$ cat config.mk
export PLATFORM = sky130hd
export DESIGN_NAME = commit_stage
export DESIGN_NICKNAME = d
export VERILOG_FILES = /design/src/rtl/commit_pkg.sv /design/src/rtl/commit_stage_trap_priority.sv /design/src/rtl/commit_stage.sv
export SDC_FILE = /design/constraint.sdc
export NUM_CORES = 1
export LEC_CHECK = 0
export BUFFER_PORTS_ARGS = -buffer_cell sky130_fd_sc_hd__buf_2
export CORE_MARGIN = 4
export CORE_UTILIZATION = 46
export CTS_BUF_LIST = sky130_fd_sc_hd__clkbuf_4
export CTS_CLUSTER_DIAMETER = 150
export CTS_CLUSTER_SIZE = 40
export DETAILED_ROUTE_END_ITERATION = 6
export PLACE_DENSITY = 0.79
export SKIP_CTS_REPAIR_TIMING = 1
export SLEW_MARGIN = 30
export SYNTH_ARGS = -nofsm -noshare
export SYNTH_HDL_FRONTEND = slang
export SYNTH_SLANG_ARGS = --single-unit
$ cat constraint.sdc
create_clock -name clk -period 1.91 [get_ports clk]
set_clock_uncertainty 0.15 [all_clocks]
set_input_delay 0.2865 -clock clk [delete_from_list [all_inputs] [get_ports clk]]
set_output_delay 0.2865 -clock clk [all_outputs]
set_load 0.02 [all_outputs]
$ cat src/rtl/commit_pkg.sv
// commit_pkg: cause codes, privilege modes and FSM states shared by the commit stage
package commit_pkg;
  localparam logic [31:0] CAUSE_IMISALIGN = 32'd0;
  localparam logic [31:0] CAUSE_ILLEGAL = 32'd2;
  localparam logic [31:0] CAUSE_BREAK = 32'd3;
  localparam logic [31:0] CAUSE_LMISALIGN = 32'd4;
  localparam logic [31:0] CAUSE_SMISALIGN = 32'd6;
  localparam logic [31:0] CAUSE_ECALL_U = 32'd8;
  localparam logic [31:0] CAUSE_ECALL_S = 32'd9;
  localparam logic [31:0] CAUSE_ECALL_M = 32'd11;
  localparam logic [1:0] MODE_U = 2'b00;
  localparam logic [1:0] MODE_S = 2'b01;
  localparam logic [1:0] MODE_M = 2'b11;
  typedef enum logic [1:0] {RUN, WAIT_MEM, TRAP, FLUSH} state_e;
endpackage

$ cat src/rtl/commit_stage_trap_priority.sv
// trap_priority: folds interrupt, fault and xRET flags into one prioritised event
module trap_priority
  import commit_pkg::*;
(
  input  logic        irq_i,
  input  logic [3:0]  irq_code_i,
  input  logic        imis_i,
  input  logic        illegal_i,
  input  logic        ecall_i,
  input  logic        ebreak_i,
  input  logic        lmis_i,
  input  logic        smis_i,
  input  logic        mret_i,
  input  logic        sret_i,
  input  logic        uret_i,
  input  logic [1:0]  mode_i,
  input  logic        tsr_i,
  output logic        ev_o,
  output logic        is_trap_o,
  output logic [1:0]  ret_kind_o,
  output logic [31:0] cause_o
);
  logic ill_ret;
  logic [31:0] ecall_cause;
  always_comb begin
    ill_ret = (mret_i && mode_i != MODE_M) ||
              (sret_i && (mode_i == MODE_U || (tsr_i && mode_i == MODE_S)));
    ecall_cause = mode_i == MODE_M ? CAUSE_ECALL_M : mode_i == MODE_S ? CAUSE_ECALL_S : CAUSE_ECALL_U;
    cause_o = irq_i ? {1'b1, 27'b0, irq_code_i} :
              imis_i ? CAUSE_IMISALIGN :
              (illegal_i || ill_ret) ? CAUSE_ILLEGAL :
              ebreak_i ? CAUSE_BREAK :
              ecall_i ? ecall_cause :
              lmis_i ? CAUSE_LMISALIGN :
              smis_i ? CAUSE_SMISALIGN : 32'd0;
    is_trap_o = irq_i || imis_i || illegal_i || ill_ret || ebreak_i || ecall_i || lmis_i || smis_i;
    ev_o = is_trap_o || mret_i || sret_i || uret_i;
    // ret_kind reuses the privilege encoding of the returning mode
    ret_kind_o = mret_i ? MODE_M : sret_i ? MODE_S : MODE_U;
  end
endmodule

$ cat src/rtl/commit_stage.sv
// commit_stage: registers stage-5 write-back and sequences traps/xRETs with a fixed flush window
module commit_stage
  import commit_pkg::*;
#(
  parameter int FLUSH_CYCLES = 2
) (
  input  logic        clk,
  input  logic        nrst,
  input  logic        valid5,
  input  logic        we5,
  input  logic [4:0]  rd5,
  input  logic [31:0] result5,
  input  logic        csr_we5,
  input  logic [11:0] csr_addr5,
  input  logic [31:0] csr_wdata5,
  input  logic [31:0] pc5,
  input  logic        instruction_addr_misaligned5,
  input  logic        illegal_instr5,
  input  logic        ecall5,
  input  logic        ebreak5,
  input  logic        load_misaligned5,
  input  logic        store_misaligned5,
  input  logic        mret5,
  input  logic        sret5,
  input  logic        uret5,
  input  logic        irq_pending,
  input  logic [3:0]  irq_code,
  input  logic [1:0]  current_mode,
  input  logic        TSR,
  input  logic        mem_busy,
  output logic        we6,
  output logic [4:0]  rdaddr6,
  output logic [31:0] wb6,
  output logic        csr_we6,
  output logic [11:0] csr_wb_addr,
  output logic [31:0] csr_wb,
  output logic        exception_pending,
  output logic [31:0] cause,
  output logic [31:0] pc_exc,
  output logic        m_ret,
  output logic        s_ret,
  output logic        u_ret,
  output logic        exception
);
  logic ev, is_trap, fire, f_trap;
  logic [1:0] ret_kind, f_kind;
  logic [31:0] t_cause, f_cause, f_pc;
  state_e state_q;
  logic [1:0] cnt_q, kind_q;
  logic trap_q, we_q, csr_we_q, pend_q, mret_q, sret_q, uret_q, exc_q;
  logic [4:0] rd_q;
  logic [11:0] csr_addr_q;
  logic [31:0] wb_q, csr_wb_q, cause_q, pc_q, cause_l_q, pc_l_q;
  trap_priority u_tp (
    .irq_i(irq_pending), .irq_code_i(irq_code), .imis_i(instruction_addr_misaligned5),
    .illegal_i(illegal_instr5), .ecall_i(ecall5), .ebreak_i(ebreak5),
    .lmis_i(load_misaligned5), .smis_i(store_misaligned5),
    .mret_i(mret5), .sret_i(sret5), .uret_i(uret5), .mode_i(current_mode), .tsr_i(TSR),
    .ev_o(ev), .is_trap_o(is_trap), .ret_kind_o(ret_kind), .cause_o(t_cause)
  );
  // a trap fires straight from RUN, or from WAIT_MEM once memory goes idle using the latched event
  always_comb begin
    fire = !mem_busy && ((state_q == RUN && valid5 && ev) || state_q == WAIT_MEM);
    f_trap = state_q == WAIT_MEM ? trap_q : is_trap;
    f_kind = state_q == WAIT_MEM ? kind_q : ret_kind;
    f_cause = state_q == WAIT_MEM ? cause_l_q : t_cause;
    f_pc = state_q == WAIT_MEM ? pc_l_q : pc5;
  end
  always_ff @(posedge clk or negedge nrst) begin
    if (!nrst) begin
      state_q <= RUN;
      {cnt_q, kind_q, trap_q, we_q, csr_we_q, pend_q, mret_q, sret_q, uret_q, exc_q} <= '0;
      {rd_q, csr_addr_q, wb_q, csr_wb_q, cause_q, pc_q, cause_l_q, pc_l_q} <= '0;
    end else begin
      {we_q, csr_we_q, pend_q, mret_q, sret_q, uret_q} <= '0;
      if (fire) begin
        state_q <= TRAP;
        cnt_q <= 2'(FLUSH_CYCLES - 1);
        exc_q <= 1'b1;
        pend_q <= f_trap;
        mret_q <= !f_trap && f_kind == MODE_M;
        sret_q <= !f_trap && f_kind == MODE_S;
        uret_q <= !f_trap && f_kind == MODE_U;
        if (f_trap) begin
          cause_q <= f_cause;
          pc_q <= f_pc;
        end
      end else begin
        case (state_q)
          RUN: begin
            if (valid5 && ev) begin
              state_q <= WAIT_MEM;
              exc_q <= 1'b1;
              trap_q <= is_trap;
              kind_q <= ret_kind;
              cause_l_q <= t_cause;
              pc_l_q <= pc5;
            end else if (valid5) begin
              we_q <= we5 && rd5 != 5'd0;
              rd_q <= rd5;
              wb_q <= result5;
              csr_we_q <= csr_we5;
              csr_addr_q <= csr_addr5;
              csr_wb_q <= csr_wdata5;
            end
          end
          WAIT_MEM: state_q <= WAIT_MEM;
          TRAP, FLUSH: begin
            if (cnt_q == 2'd0) begin
              state_q <= RUN;
              exc_q <= 1'b0;
            end else begin
              state_q <= FLUSH;
              cnt_q <= cnt_q - 2'd1;
            end
          end
        endcase
      end
    end
  end
  assign we6 = we_q;
  assign rdaddr6 = rd_q;
  assign wb6 = wb_q;
  assign csr_we6 = csr_we_q;
  assign csr_wb_addr = csr_addr_q;
  assign csr_wb = csr_wb_q;
  assign exception_pending = pend_q;
  assign cause = cause_q;
  assign pc_exc = pc_q;
  assign m_ret = mret_q;
  assign s_ret = sret_q;
  assign u_ret = uret_q;
  assign exception = exc_q;
endmodule

==> key figures <==
Outcome
  • Status: complete, but fails checks
  • Failing checks: setup timing

Clock tree
  • CTS HTree Levels: 4
  • Clock latency on the worst-skew pair: 0.53 ns
  • Root Driver: clkbuf_4
  • Maximum clock path buffer count: 2
  • Sinks on Clock Net: 169
  • CTS Buf Count: 17
  • Clk slew on worst S/H paths: 0.13 ns
  • CTS tree: done

STA
  • RSZ-0062 raised after global routing: yes
  • Post-layout minimum cycle time: 1.94 ns
  • Max Clock Freq: 0.517 GHz
  • Slew Viols, Final: 0
  • Part of the cycle the worst path needs: 101%
  • Setup Viol. Count Final: 1
  • Hold Fails Final Rpt: 0
  • Final WS setup: -0.0251 ns

Global route
  • GR Util met2: 32.1%
  • Tot GR Track Use: 19.2%
  • Met1 Use GR: 24.2%
  • Vias in the first global route: 5268
  • First-pass GRT wire length: 27.6 mm
  • Met3 Use GR: 6.08%
  • Pin count of the biggest net entering global routing: 58
  • GRT Max-Usage Layer: met2
  • Congestion Overflow GR: 0
  • Initial antenna violation count: 4

Drt
  • DR iter-0 viols: 338
  • Routed length per instance: 18.0 um
  • Detail Route Antenna Nets: 0
  • Vias per inst: 4.88
  • DR pass1 iterations: 4
  • Drt total wl: 22.1 mm
  • Vias post-DR: 5983
  • Drt drc: 0

Die
  • Core box area: 15400 um^2
  • Die area: 18100 um^2
  • Width of the die: 134 um
  • Row cnt: 45
  • Die H: 134 um
  • Starting density of the core: 47.7%
  • Ports: 288

Hold path
  • WHS Path Cells: 4
  • Hold Path Class: in2reg

Synth
  • Post-synth EDFFs: 0
  • Register area share after synthesis: 57.5%
  • Syn Inst Count: 573
  • Mapped Avg Cell Area: 12.8 um^2
  • Yosys warning count: 0
  • Area fraction of the dominant cell type after synthesis: 57.5%
  • Synth area leaders: dfrtp_1 58%, mux2_4 14%, mux2_2 7.2%, nand2_1 4.0%, a31oi_1 3.0%
  • FF+latch count, synth: 169
  • Synth cell types: 44
  • Post-Syn Area: 7350 um^2
  • Top cell type by total area after synthesis: dfrtp_1
  • Asr flop ratio synth: 100%
  • Synth Flop Type: dfrtp_1

Cells and area
  • Fraction of layout cells with a size suffix above 1: 46.6%
  • Commonest non-fill, non-tap cell in the layout: buf_2
  • Commonest non-fill, non-tap cells in the layout: 259 x buf_2, 168 x dfrtp_1, 126 x dlygate4sd3_1
  • Fin util: 70.7%
  • FILL cells: 1059
  • Final net count: 1134
  • Area delta synth->final: 48.3%

Power
  • LEAKAGE: 0.00580 uW
  • VDD IR-drop max: 0.721 mV
  • Pwr/cell area: 1050 nW/um^2

Setup path
  • Critical Path Start Type: input port
  • Crit. End Element: flop
  • Crit path DAT: 2.20 ns
  • Setup CP Type: in2reg
  • CP Data Required Time: 2.17 ns
  • FF-to-FF path depth: 5
  • Crit-path max FO: 57

Place
  • GP Congestion: 0.792
  • Setup WS pre-CTS: -0.256 ns
  • HPWL Detailed: 13.3 mm
  • PortBufs: 260

Run
  • Max Cap Viol: 0
==> stage by stage <==
| step | std cells | hold slack (ns) | cell area, um^2 | total power (uW) | setup TNS, ns |
|---|---|---|---|---|---|
| 2_1_floorplan | 599 | -0.159 | 7490 | 7280 | -8.75 |
| 3_3_place_gp | 1053 | 0.0416 | 9120 | 8580 | -23.91 |
| 3_5_place_dp | 1053 | 0.0410 | 9120 | 8710 | -27.87 |
| 4_1_cts | 1085 | -0.599 | 9460 | 11100 | -0.761 |
| 5_1_grt | 1225 | 0.0107 | 10900 | 12200 | -1.08 |
| 6_report | 1225 | 0.0722 | 10900 | 11500 | -0.0251 |
==> Yosys cell counts (2+ instances only) <==
| cell type | count |
|---|---|
| a21oi_1 | 13 |
| buf_6 | 8 |
| o22ai_1 | 3 |
| buf_4 | 28 |
| dfrtp_1 | 169 |
| inv_1 | 6 |
| nand2b_1 | 3 |
| o2bb2ai_1 | 2 |
| nor3_1 | 2 |
| nand3_1 | 4 |
| nor2_1 | 51 |
| a41o_1 | 2 |
| nand3b_1 | 3 |
| nor2b_1 | 2 |
| clkbuf_1 | 12 |
| a32oi_1 | 2 |
| nand2_1 | 78 |
| mux2_4 | 68 |
| mux2_2 | 47 |
| a22oi_1 | 2 |
| a31oi_1 | 35 |
| buf_2 | 9 |
| o21ai_0 | 3 |
==> logic make-up after synthesis <==
family,count (synthesis),synth area share [%]
muxes,117,21.4
and+or+nand+nor,153,8.90
AOI/OAI and AO/OA,68,6.33
buffers and inverters,64,5.67
other,1,0.0510
DFF,169,57.5
adders and majority gates,1,0.170
==> state kept, by name (all words and copies together), names as in the netlist <==
| register | count |
|---|---|
| csr_wb | 32 |
| rdaddr6 | 5 |
| we6 | 1 |
| pc_exc | 32 |
| exception_pending | 1 |
| kind_q | 2 |
| csr_we6 | 1 |
| cnt_q | 2 |
| s_ret | 1 |
| cause_l_q | 5 |
| state_q | 2 |
| exception | 1 |
| u_ret | 1 |
| pc_l_q | 32 |
| cause | 5 |
| trap_q | 1 |
| m_ret | 1 |
| csr_wb_addr | 12 |
| wb6 | 32 |
==> worst max-delay path: stages <==
cell and delay [ns]:
dlygate4sd3_1 0.54, buf_2 0.14, nor3b_2 0.15, buf_4 0.14, nand4_4 0.12, buf_12 0.37, mux2_2 0.40
==> cell type report <==
cell class	count	area, um^2	area share, %
Tap cell	211	264	2.42
Multi-Input combinational cell	366	2890	26.5
Inverter	6	22.5	0.207
Clock inverter	15	213	1.95
Antenna cell	4	10.0	0.0918
Timing Repair Buffer	437	3140	28.8
Clock buffer	17	128	1.17
Sequential cell	169	4230	38.8
==> layer usage <==
metal,up-vias,wire length (um)
met1,2932,8830
met3,32,1320
met5,-,0
met2,236,11500
met4,0,478
li1,2783,-
==> power by group <==
part	internal, uW	switching, uW	total, uW
logic	1910	2250	4160
registers	4460	480	4940
clock network	1070	1320	2390
total	7450	4040	11500
==> worst paths after layout <==
check	from	slack [ns]	endpoint
min in group asynchronous	nrst	0.17	wb6[15]
hold reg to reg	exception	0.37	exception
max in group asynchronous	nrst	1.07	csr_wb[29]
hold / removal	mret5	0.07	kind_q[0]
setup reg to reg	state_q[1]	0.02	pc_l_q[17]
setup / recovery	valid5	-0.03	csr_wb[0]
Note: power is estimated with default switching activity, not from simulation.
